$ cat config.mk
export PLATFORM = sky130hd
export DESIGN_NAME = mem_access_unit
export DESIGN_NICKNAME = d
export VERILOG_FILES = /design/src/rtl/mem_access_pkg.sv /design/src/rtl/mem_lane_align.sv /design/src/rtl/mem_access_unit.sv
export SDC_FILE = /design/constraint.sdc
export NUM_CORES = 1
export LEC_CHECK = 0
export ABC_AREA = 0
export CAP_MARGIN = 20
export CORE_MARGIN = 2
export CORE_UTILIZATION = 45
export CTS_BUF_LIST = sky130_fd_sc_hd__clkbuf_16
export DETAILED_ROUTE_END_ITERATION = 10
export GPL_TIMING_DRIVEN = 1
export PLACE_DENSITY = 0.73
export SLEW_MARGIN = 25
export SYNTH_ARGS = -nofsm -noshare
export SYNTH_HDL_FRONTEND = slang
export SYNTH_SLANG_ARGS = --single-unit
$ cat constraint.sdc
create_clock -name clk -period 12.7 [get_ports clk]
set_input_delay 1.27 -clock clk [delete_from_list [all_inputs] [get_ports clk]]
set_output_delay 1.27 -clock clk [all_outputs]
set_load 0.01 [all_outputs]
$ cat src/rtl/mem_access_pkg.sv
// Shared definitions for the data-memory access unit: size codes, FSM states
// and doubleword geometry.
package mem_access_pkg;

  localparam int unsigned DWORD_BYTES = 8;

  typedef enum logic [1:0] {
    SIZE_B = 2'd0,
    SIZE_H = 2'd1,
    SIZE_W = 2'd2,
    SIZE_D = 2'd3
  } size_e;

  typedef enum logic [1:0] {
    IDLE  = 2'd0,
    READ  = 2'd1,
    WRITE = 2'd2,
    RESP  = 2'd3
  } state_e;

  // Number of bytes touched by an access of the given size code.
  function automatic logic [63:0] size_bytes(input logic [1:0] size);
    return 64'd1 << size;
  endfunction

endpackage

$ cat src/rtl/mem_lane_align.sv
// Byte-lane steering between a memory doubleword and right-aligned CPU data:
// store-byte merge and load extract with sign/zero extension.
module mem_lane_align
  import mem_access_pkg::*;
(
  input  logic [63:0] dword,
  input  logic [63:0] wdata,
  input  logic [2:0]  lane,
  input  size_e       size,
  input  logic        sign_ext,
  output logic [63:0] merged,
  output logic [63:0] load_data
);

  logic [63:0] shifted;

  always_comb begin
    merged = dword;
    for (int unsigned i = 0; i < DWORD_BYTES; i++) begin
      if ((i >= 32'(lane)) && (i < 32'(lane) + (32'd1 << size))) begin
        merged[8*i +: 8] = wdata[8*(i - 32'(lane)) +: 8];
      end
    end
  end

  always_comb begin
    shifted   = dword >> {lane, 3'b000};
    load_data = '0;
    unique case (size)
      SIZE_B: load_data = sign_ext ? {{56{shifted[7]}},  shifted[7:0]}  : {56'd0, shifted[7:0]};
      SIZE_H: load_data = sign_ext ? {{48{shifted[15]}}, shifted[15:0]} : {48'd0, shifted[15:0]};
      SIZE_W: load_data = sign_ext ? {{32{shifted[31]}}, shifted[31:0]} : {32'd0, shifted[31:0]};
      SIZE_D: load_data = shifted;
      default: load_data = '0;
    endcase
  end

endmodule

$ cat src/rtl/mem_access_unit.sv
// Single-outstanding load/store initiator for a byte-addressed 64-bit memory.
// Narrow stores are performed as read-modify-write of the containing doubleword.
module mem_access_unit
  import mem_access_pkg::*;
#(
  parameter int unsigned MEM_BYTES = 128
) (
  input  logic        clk,
  input  logic        rst,
  input  logic        req_valid,
  output logic        req_ready,
  input  logic        req_write,
  input  logic [1:0]  req_size,
  input  logic        req_signed,
  input  logic [63:0] req_addr,
  input  logic [63:0] req_wdata,
  output logic        resp_valid,
  output logic [63:0] resp_rdata,
  output logic        resp_fault,
  output logic [63:0] mem_address,
  output logic [63:0] mem_wdata,
  input  logic [63:0] mem_rdata,
  output logic        mem_read,
  output logic        mem_write
);

  localparam logic [63:0] LAST_BASE = 64'(MEM_BYTES - DWORD_BYTES);

  state_e      state;
  logic        wr_q;
  size_e       size_q;
  logic        sgn_q;
  logic [63:0] addr_q;
  logic [63:0] wdata_q;
  logic [63:0] data_q;
  logic        fault_q;

  logic [63:0] req_base;
  logic        req_fault;
  logic [63:0] base_q;
  logic [63:0] merged;
  logic [63:0] load_data;

  always_comb begin
    req_base  = {req_addr[63:3], 3'b000};
    req_fault = ((req_addr & (size_bytes(req_size) - 64'd1)) != '0) ||
                (req_base > LAST_BASE);
    base_q    = {addr_q[63:3], 3'b000};
  end

  mem_lane_align u_align (
    .dword     (mem_rdata),
    .wdata     (wdata_q),
    .lane      (addr_q[2:0]),
    .size      (size_q),
    .sign_ext  (sgn_q),
    .merged    (merged),
    .load_data (load_data)
  );

  always_comb begin
    mem_wdata  = (state == WRITE) ? data_q : '0;
    resp_fault = resp_valid & fault_q;
  end

  // req_ready is a flop so it stays low for the whole cycle in which rst falls.
  always_ff @(posedge clk or posedge rst) begin
    if (rst) begin
      state       <= IDLE;
      req_ready   <= 1'b0;
      resp_valid  <= 1'b0;
      resp_rdata  <= '0;
      mem_address <= '0;
      mem_read    <= 1'b0;
      mem_write   <= 1'b0;
      wr_q        <= 1'b0;
      size_q      <= SIZE_B;
      sgn_q       <= 1'b0;
      addr_q      <= '0;
      wdata_q     <= '0;
      data_q      <= '0;
      fault_q     <= 1'b0;
    end else begin
      unique case (state)
        IDLE: begin
          if (req_ready && req_valid) begin
            req_ready <= 1'b0;
            wr_q      <= req_write;
            size_q    <= size_e'(req_size);
            sgn_q     <= req_signed;
            addr_q    <= req_addr;
            wdata_q   <= req_wdata;
            fault_q   <= req_fault;
            if (req_fault) begin
              state      <= RESP;
              resp_valid <= 1'b1;
              resp_rdata <= '0;
            end else if (req_write && (size_e'(req_size) == SIZE_D)) begin
              state       <= WRITE;
              data_q      <= req_wdata;
              mem_write   <= 1'b1;
              mem_address <= req_base;
            end else begin
              state       <= READ;
              mem_read    <= 1'b1;
              mem_address <= req_base;
            end
          end else begin
            req_ready <= 1'b1;
          end
        end
        READ: begin
          mem_read <= 1'b0;
          if (wr_q) begin
            state     <= WRITE;
            data_q    <= merged;
            mem_write <= 1'b1;
          end else begin
            state       <= RESP;
            data_q      <= mem_rdata;
            mem_address <= '0;
            resp_valid  <= 1'b1;
            resp_rdata  <= load_data;
          end
        end
        WRITE: begin
          state       <= RESP;
          mem_write   <= 1'b0;
          mem_address <= '0;
          resp_valid  <= 1'b1;
          resp_rdata  <= '0;
        end
        RESP: begin
          state      <= IDLE;
          resp_valid <= 1'b0;
          resp_rdata <= '0;
          fault_q    <= 1'b0;
          req_ready  <= 1'b1;
        end
        default: state <= IDLE;
      endcase
    end
  end

  // Sanity: both strobes at once would mean the FSM lost its encoding.
  always_ff @(posedge clk) begin
    if (!rst) assert (!(mem_read && mem_write));
  end

endmodule

==> results.toml, run 1 <==
[clock_network]
cts_hold_buf = 0
cts_setup_buffers = 0
clkLatencyLatePin_ns = 0.58
path_clk_slew_ns = 0.06
htree_levels = 1
root_buffer = "clkbuf_16"
cts_buffer_depth = 3
clkSinkCount = 267
cts_buffers = 29
cts_tree = "built"
cts_resized = 0

[placed_design]
gp_congestion = 0.981
port_buffers = 392
dpl-instance-area_um2 = 21200
dp_hpwl_mm = 48.7

[die]
initial_core_util_pct = 45.4
ios = 396
rows = 71
die_height_um = 198
dieArea_um2 = 39300
core_area_um2 = 37400
die_w_um = 198

[grt]
gr-total-overflow = 0
grt_pass1_wl_mm = 95.0
track_usage_pct = 32.6
grt_max_degree = 88
grt_pass1_vias = 14724
antenna_found_initial = 1

[finish]
ff_latch_area_um2 = 6690
fillers = 3151
drive_gt1_share_pct = 15.6
multiInputGateArea_um2 = 9610
layout_common_cells = "392 x clkdlybuf4s50_1, 265 x dfrtp_1, 194 x nand2_1"
final_common_cell = "clkdlybuf4s50_1"
areaGrowthSynthToFinish_pct = 30.3
diodes = 0
nNetsFinal = 2189
design_area_um2 = 22100

[yosys]
ys_ff_latch = 267
yosys_most_used_dff = "dfrtp_1"
yosysSeqAreaShare_pct = 39.4
syn_inst = 1656
yosys.cell_types.count = 67
synthArstFlopShare_pct = 100
synth_area_per_cell_um2 = 10.3
netlist_area_um2 = 17000
ys_warn_count = 0
synth-edff-count = 0

[run_status]
status = "completed"

[timing]
finalCritPeriodShare_pct = 34.9
skew_ns = 0.0196
rsz0062_at_grt = "false"
tightest_slew_ns = 1.02
fin_crit_ns = 4.43
final_hold_viol_count = 0
fmax_mhz = 226
setup_viol = 0
slew_viol_final = 0
tns_ns = 0
relSlewSlack_pct = 31.9

[routing]
drt-initial-drc-count = 2011
drc = 0
routedWlPerCell_um = 25.9
first_pass_iters = 6
wl_mm = 64.8
viasPerCell = 6.17
postRouteAntennaNets = 0
vias = 15436

[power_and_ir_drop]
power_density_nw_per_um2 = 285
p_leak_nw = 9.08
vdd_drop_max_v = 0.000177

[hold_path]
hold_class = "flip-flop to flip-flop"

[worst_setup_path]
timing_worst_setup_path_type = "input pin to flip-flop"
start_kind = "input pin"
cp.required_ns = 13.12
critPathArrivalTime_ns = 4.85
endpoint_kind = "flip-flop"
cp_max_fo = 85

[run]
maxCapViolCount = 0
## per-layer routing
metal | GRT usage (%) | share of wire [%] | up-vias
met2 | 51.3 | 47 | 912
li1 | - | - | 6716
met3 | 6.66 | 10 | 163
met1 | 43.9 | 39 | 7643
met5 | 0 | 0.014 | -
met4 | 13.8 | 4.6 | 2
## sequential cells by signal (all words and copies together), names as in the netlist
name and cells:
mem_address 61, wr_q 1, mem_read 1, state 2, sgn_q 1, resp_rdata 64
req_ready 1, wdata_q 64, fault_q 1, mem_write 1, resp_valid 1, addr_q 3
data_q 64, size_q 2
## Yosys cell counts, drive strengths merged (15+ instances only)
library cell  instances  area (um^2)
dfrtp               267         6680
nand2               194          728
o21ai               130          651
nor2                105          394
mux4                103         2320
mux2                102         1150
clkbuf               87          327
a21oi                76          418
mux2i                73          731
nor2b                68          433
and2                 67          419
buf                  50          279
inv                  38          143
nor3                 29          145
a211oi               26          200
a22o                 23          201
ha                   22          275
and3                 19          119
o22ai                17          106
a222oi               16          160
nand3                15         75.1
## where the power goes
group,switching [mW],internal [mW]
combinational,2.04,1.81
clock,0.363,0.474
sequential,0.461,1.15
## cell type report
type / instances / area share (%)
clock buffer: 29 / 3.28
tap: 511 / 2.89
multi-input combinational: 1216 / 43.5
inverter: 38 / 0.679
timing repair buffer: 415 / 18.6
clock inverter: 24 / 0.860
sequential: 267 / 30.2
## worst max-delay path, stage by stage
cell             delay, ns
clkdlybuf4s50_1       0.51
or2_2                 0.33
ha_1                  0.28
nor2b_1               0.04
a2111oi_1             0.50
and2_1                0.28
a31o_2                0.18
buf_4                 0.60
or2_2                 0.62
o21ai_0               0.18
## worst paths after layout
path                                           start                     endpoint  slack [ns]  cells past startpoint
max                                      req_size[0]   resp_rdata[17]$_DFFE_PP0P_        8.27                     10
min                        resp_rdata[3]$_DFFE_PP0P_    resp_rdata[3]$_DFFE_PP0P_        0.48                      2
max in group asynchronous                        rst      wdata_q[30]$_DFFE_PP0P_        9.56                      4
min reg2reg                resp_rdata[3]$_DFFE_PP0P_    resp_rdata[3]$_DFFE_PP0P_        0.48                      2
min in group asynchronous                        rst  mem_address[12]$_DFFE_PP0P_        1.20                      2
max reg2reg                    size_q[1]$_DFFE_PP0P_       data_q[39]$_DFFE_PP0P_        8.36                      9
## per-stage QoR
step,hold WS (ns),util (%),worst slack [ns],std cells,power (mW)
CTS,0.484,59.1,8.33,2499,6.24
detailed placement,0.470,56.6,7.74,2446,5.38
global route,0.500,59.1,7.95,2500,6.64
finish,0.479,59.1,8.27,2500,6.30
global placement,0.465,56.6,7.83,2446,5.31
floorplan,0.447,-,4.08,1658,4.17
## kinds of logic after synthesis
kind of cell             count (synthesis)  share of synthesized area (%)
adder cells (fa/ha/maj)                 23                           1.74
AO/OA/AOI/OAI                          366                           14.1
other                                    1                         0.0221
buffers and inverters                  175                           4.41
multiplexers                           278                           24.8
XOR/XNOR                                 1                         0.0516
AND/OR/NAND/NOR                        545                           15.5
flip-flops                             267                           39.4
Note: power is estimated with default switching activity, not from simulation.
==> inputs of run 2 (changes only) <==
clock period = 4.4 ns   (was 12.7 ns; I/O delays follow)
==> run 2 against run 1 <==
Against the previous run: global-route usage fell by 0.37 points; combinational power rose to 3.0 times the previous value; clock power rose to 3.0 times the previous value; sequential cell count did not move; largest power group unchanged.
==> results.toml, run 2 (synthesized netlist as in run 1, its figures left out) <==
[run_status]
status = "completed"

[die]
die_height_um = 198
core_area_um2 = 37400
die_w_um = 198
initial_core_util_pct = 45.4
dieArea_um2 = 39300
ios = 396
rows = 71

[routing]
routedWlPerCell_um = 25.3
postRouteAntennaNets = 0
vias = 15335
first_pass_iters = 6
drc = 0
drt-initial-drc-count = 1965
wl_mm = 64.0
wl_met3_mm = 6.35
wl_met2_mm = 29.5
viasPerCell = 6.08
met1_length_mm = 25.3
top_layer_used = "met4"

[finish]
multiInputGateArea_um2 = 9600
design_area_um2 = 22400
fillers = 3217
ff_latch_area_um2 = 6690
layout_common_cells = "392 x clkdlybuf4s50_1, 265 x dfrtp_1, 194 x nand2_1"
areaGrowthSynthToFinish_pct = 31.8
drive_gt1_share_pct = 16.3
final_common_cell = "clkdlybuf4s50_1"
reg.largest.list = "data_q (64), resp_rdata (64), wdata_q (64)"
nNetsFinal = 2207

[timing]
finalCritPeriodShare_pct = 79.6
setup_ws_ns = 0.898
rsz0062_at_grt = "false"
slew_viol_final = 0
fmax_mhz = 286
tightest_slew_ns = 1.05
final_hold_viol_count = 0
relSlewSlack_pct = 30.1
skew_ns = 0.0136
setup_viol = 0
tns_ns = 0
fin_crit_ns = 3.50

[grt]
grt_pass1_wl_mm = 94.8
gr-total-overflow = 0
grt_max_degree = 93
track_usage_pct = 32.2
grt_pass1_vias = 14810
antenna_found_initial = 2

[worst_setup_path]
worstSetupStartpoint = "size_q[1]$_DFFE_PP0P_"
cp_max_fo = 16
timing.rr.start = "size_q[1]$_DFFE_PP0P_"
endpoint_kind = "flip-flop"
path_buf_inv = 0
cp_slowest_stage_delay_ns = 0.68
timing_worst_setup_path_type = "flip-flop to flip-flop"
crit_family = "compound AO/OA/AOI/OAI gates"
cp.required_ns = 4.84
crit_slowest_cell = "dfrtp_1"
critPathArrivalTime_ns = 3.94
path_cells = "nor2_1, ha_1, fa_1, and4b_1, a22o_1, a311o_1, nor3_1, a211oi_1, o21ai_1"
start_kind = "flip-flop"

[clock_network]
cts_buffers = 30
cts_buffer_depth = 3
root_buffer = "clkbuf_16"
cts_setup_buffers = 0
clkLatencyLatePin_ns = 0.58
cts_tree = "built"
path_clk_slew_ns = 0.06
cts_hold_buf = 0
clkSinkCount = 267
htree_levels = 1
cts_resized = 0

[power_and_ir_drop]
p_seq_share_pct = 24.0
p_leak_nw = 9.22
p_comb_share_pct = 62.4
p_switching_mw = 8.23
switching_share_pct = 44.6
power.total_mw = 18.5
clockPowerShare_pct = 13.7
internal_power_mw = 10.2
power_density_nw_per_um2 = 825
vdd_drop_max_v = 0.000547

[hold_path]
hold_class = "input pin to asynchronous set/reset pin"

[placed_design]
dpl-instance-area_um2 = 21400
port_buffers = 392
dp_hpwl_mm = 49.0
gp_congestion = 0.967
dp_slack_ns = 0.759

[run]
maxCapViolCount = 0
run 2: worst register-to-register path: stages, from the launching register on:
cell and delay [ns]:
dfrtp_1 0.68, nor2_1 0.16, ha_1 0.26, fa_1 0.44
and4b_1 0.27, a22o_1 0.27, a311o_1 0.57, nor3_1 0.13
a211oi_1 0.49, o21ai_1 0.10
run 2: per-stage QoR:
step,instances,utilization [%],hold slack (ns)
after CTS,2518,59.8,0.324
after global routing,2518,59.8,0.365
final,2523,59.9,0.327
after detailed placement,2464,57.2,0.472
after floorplan,1658,-,0.447
after global placement,2464,57.2,0.465
run 2: path summary, 6_finish.rpt:
check	end	slack (ns)	cells after the start
max in group asynchronous	wdata_q[35]$_DFFE_PP0P_	3.12	3
worst min register to register	resp_rdata[40]$_DFFE_PP0P_	0.48	2
worst max-delay path	data_q[39]$_DFFE_PP0P_	0.90	9
worst max register to register	data_q[39]$_DFFE_PP0P_	0.90	9
worst min-delay path	resp_rdata[63]$_DFFE_PP0P_	0.33	2
min in group clk	sgn_q$_DFFE_PP0P_	0.47	2
run 2: power groups by stage:
stage | Combinational, mW | Clock (mW) | Sequential (mW)
final | 11.5 | 2.52 | 4.43
after floorplan | 8.02 | 0 | 4.01
after detailed placement | 11.3 | 0 | 4.41
after global placement | 11.2 | 0 | 4.38
after global routing | 12.3 | 2.66 | 4.50
after CTS | 11.4 | 2.56 | 4.37
run 2: per-layer routing:
| metal | vias up | global-route usage, % |
|---|---|---|
| met5 | - | 0 |
| met2 | 850 | 50.2 |
| met4 | 0 | 13.1 |
| li1 | 6755 | - |
| met3 | 137 | 8.14 |
| met1 | 7593 | 43.1 |
run 2: final cells by class:
class	instances	area share (%)
diodes	5	0.0559
clock buffers	30	3.35
clock inverters	24	1.05
inverters	38	0.654
multi-input cells	1216	42.9
flip-flops and latches	267	29.9
well taps	511	2.86
repair buffers	432	19.3
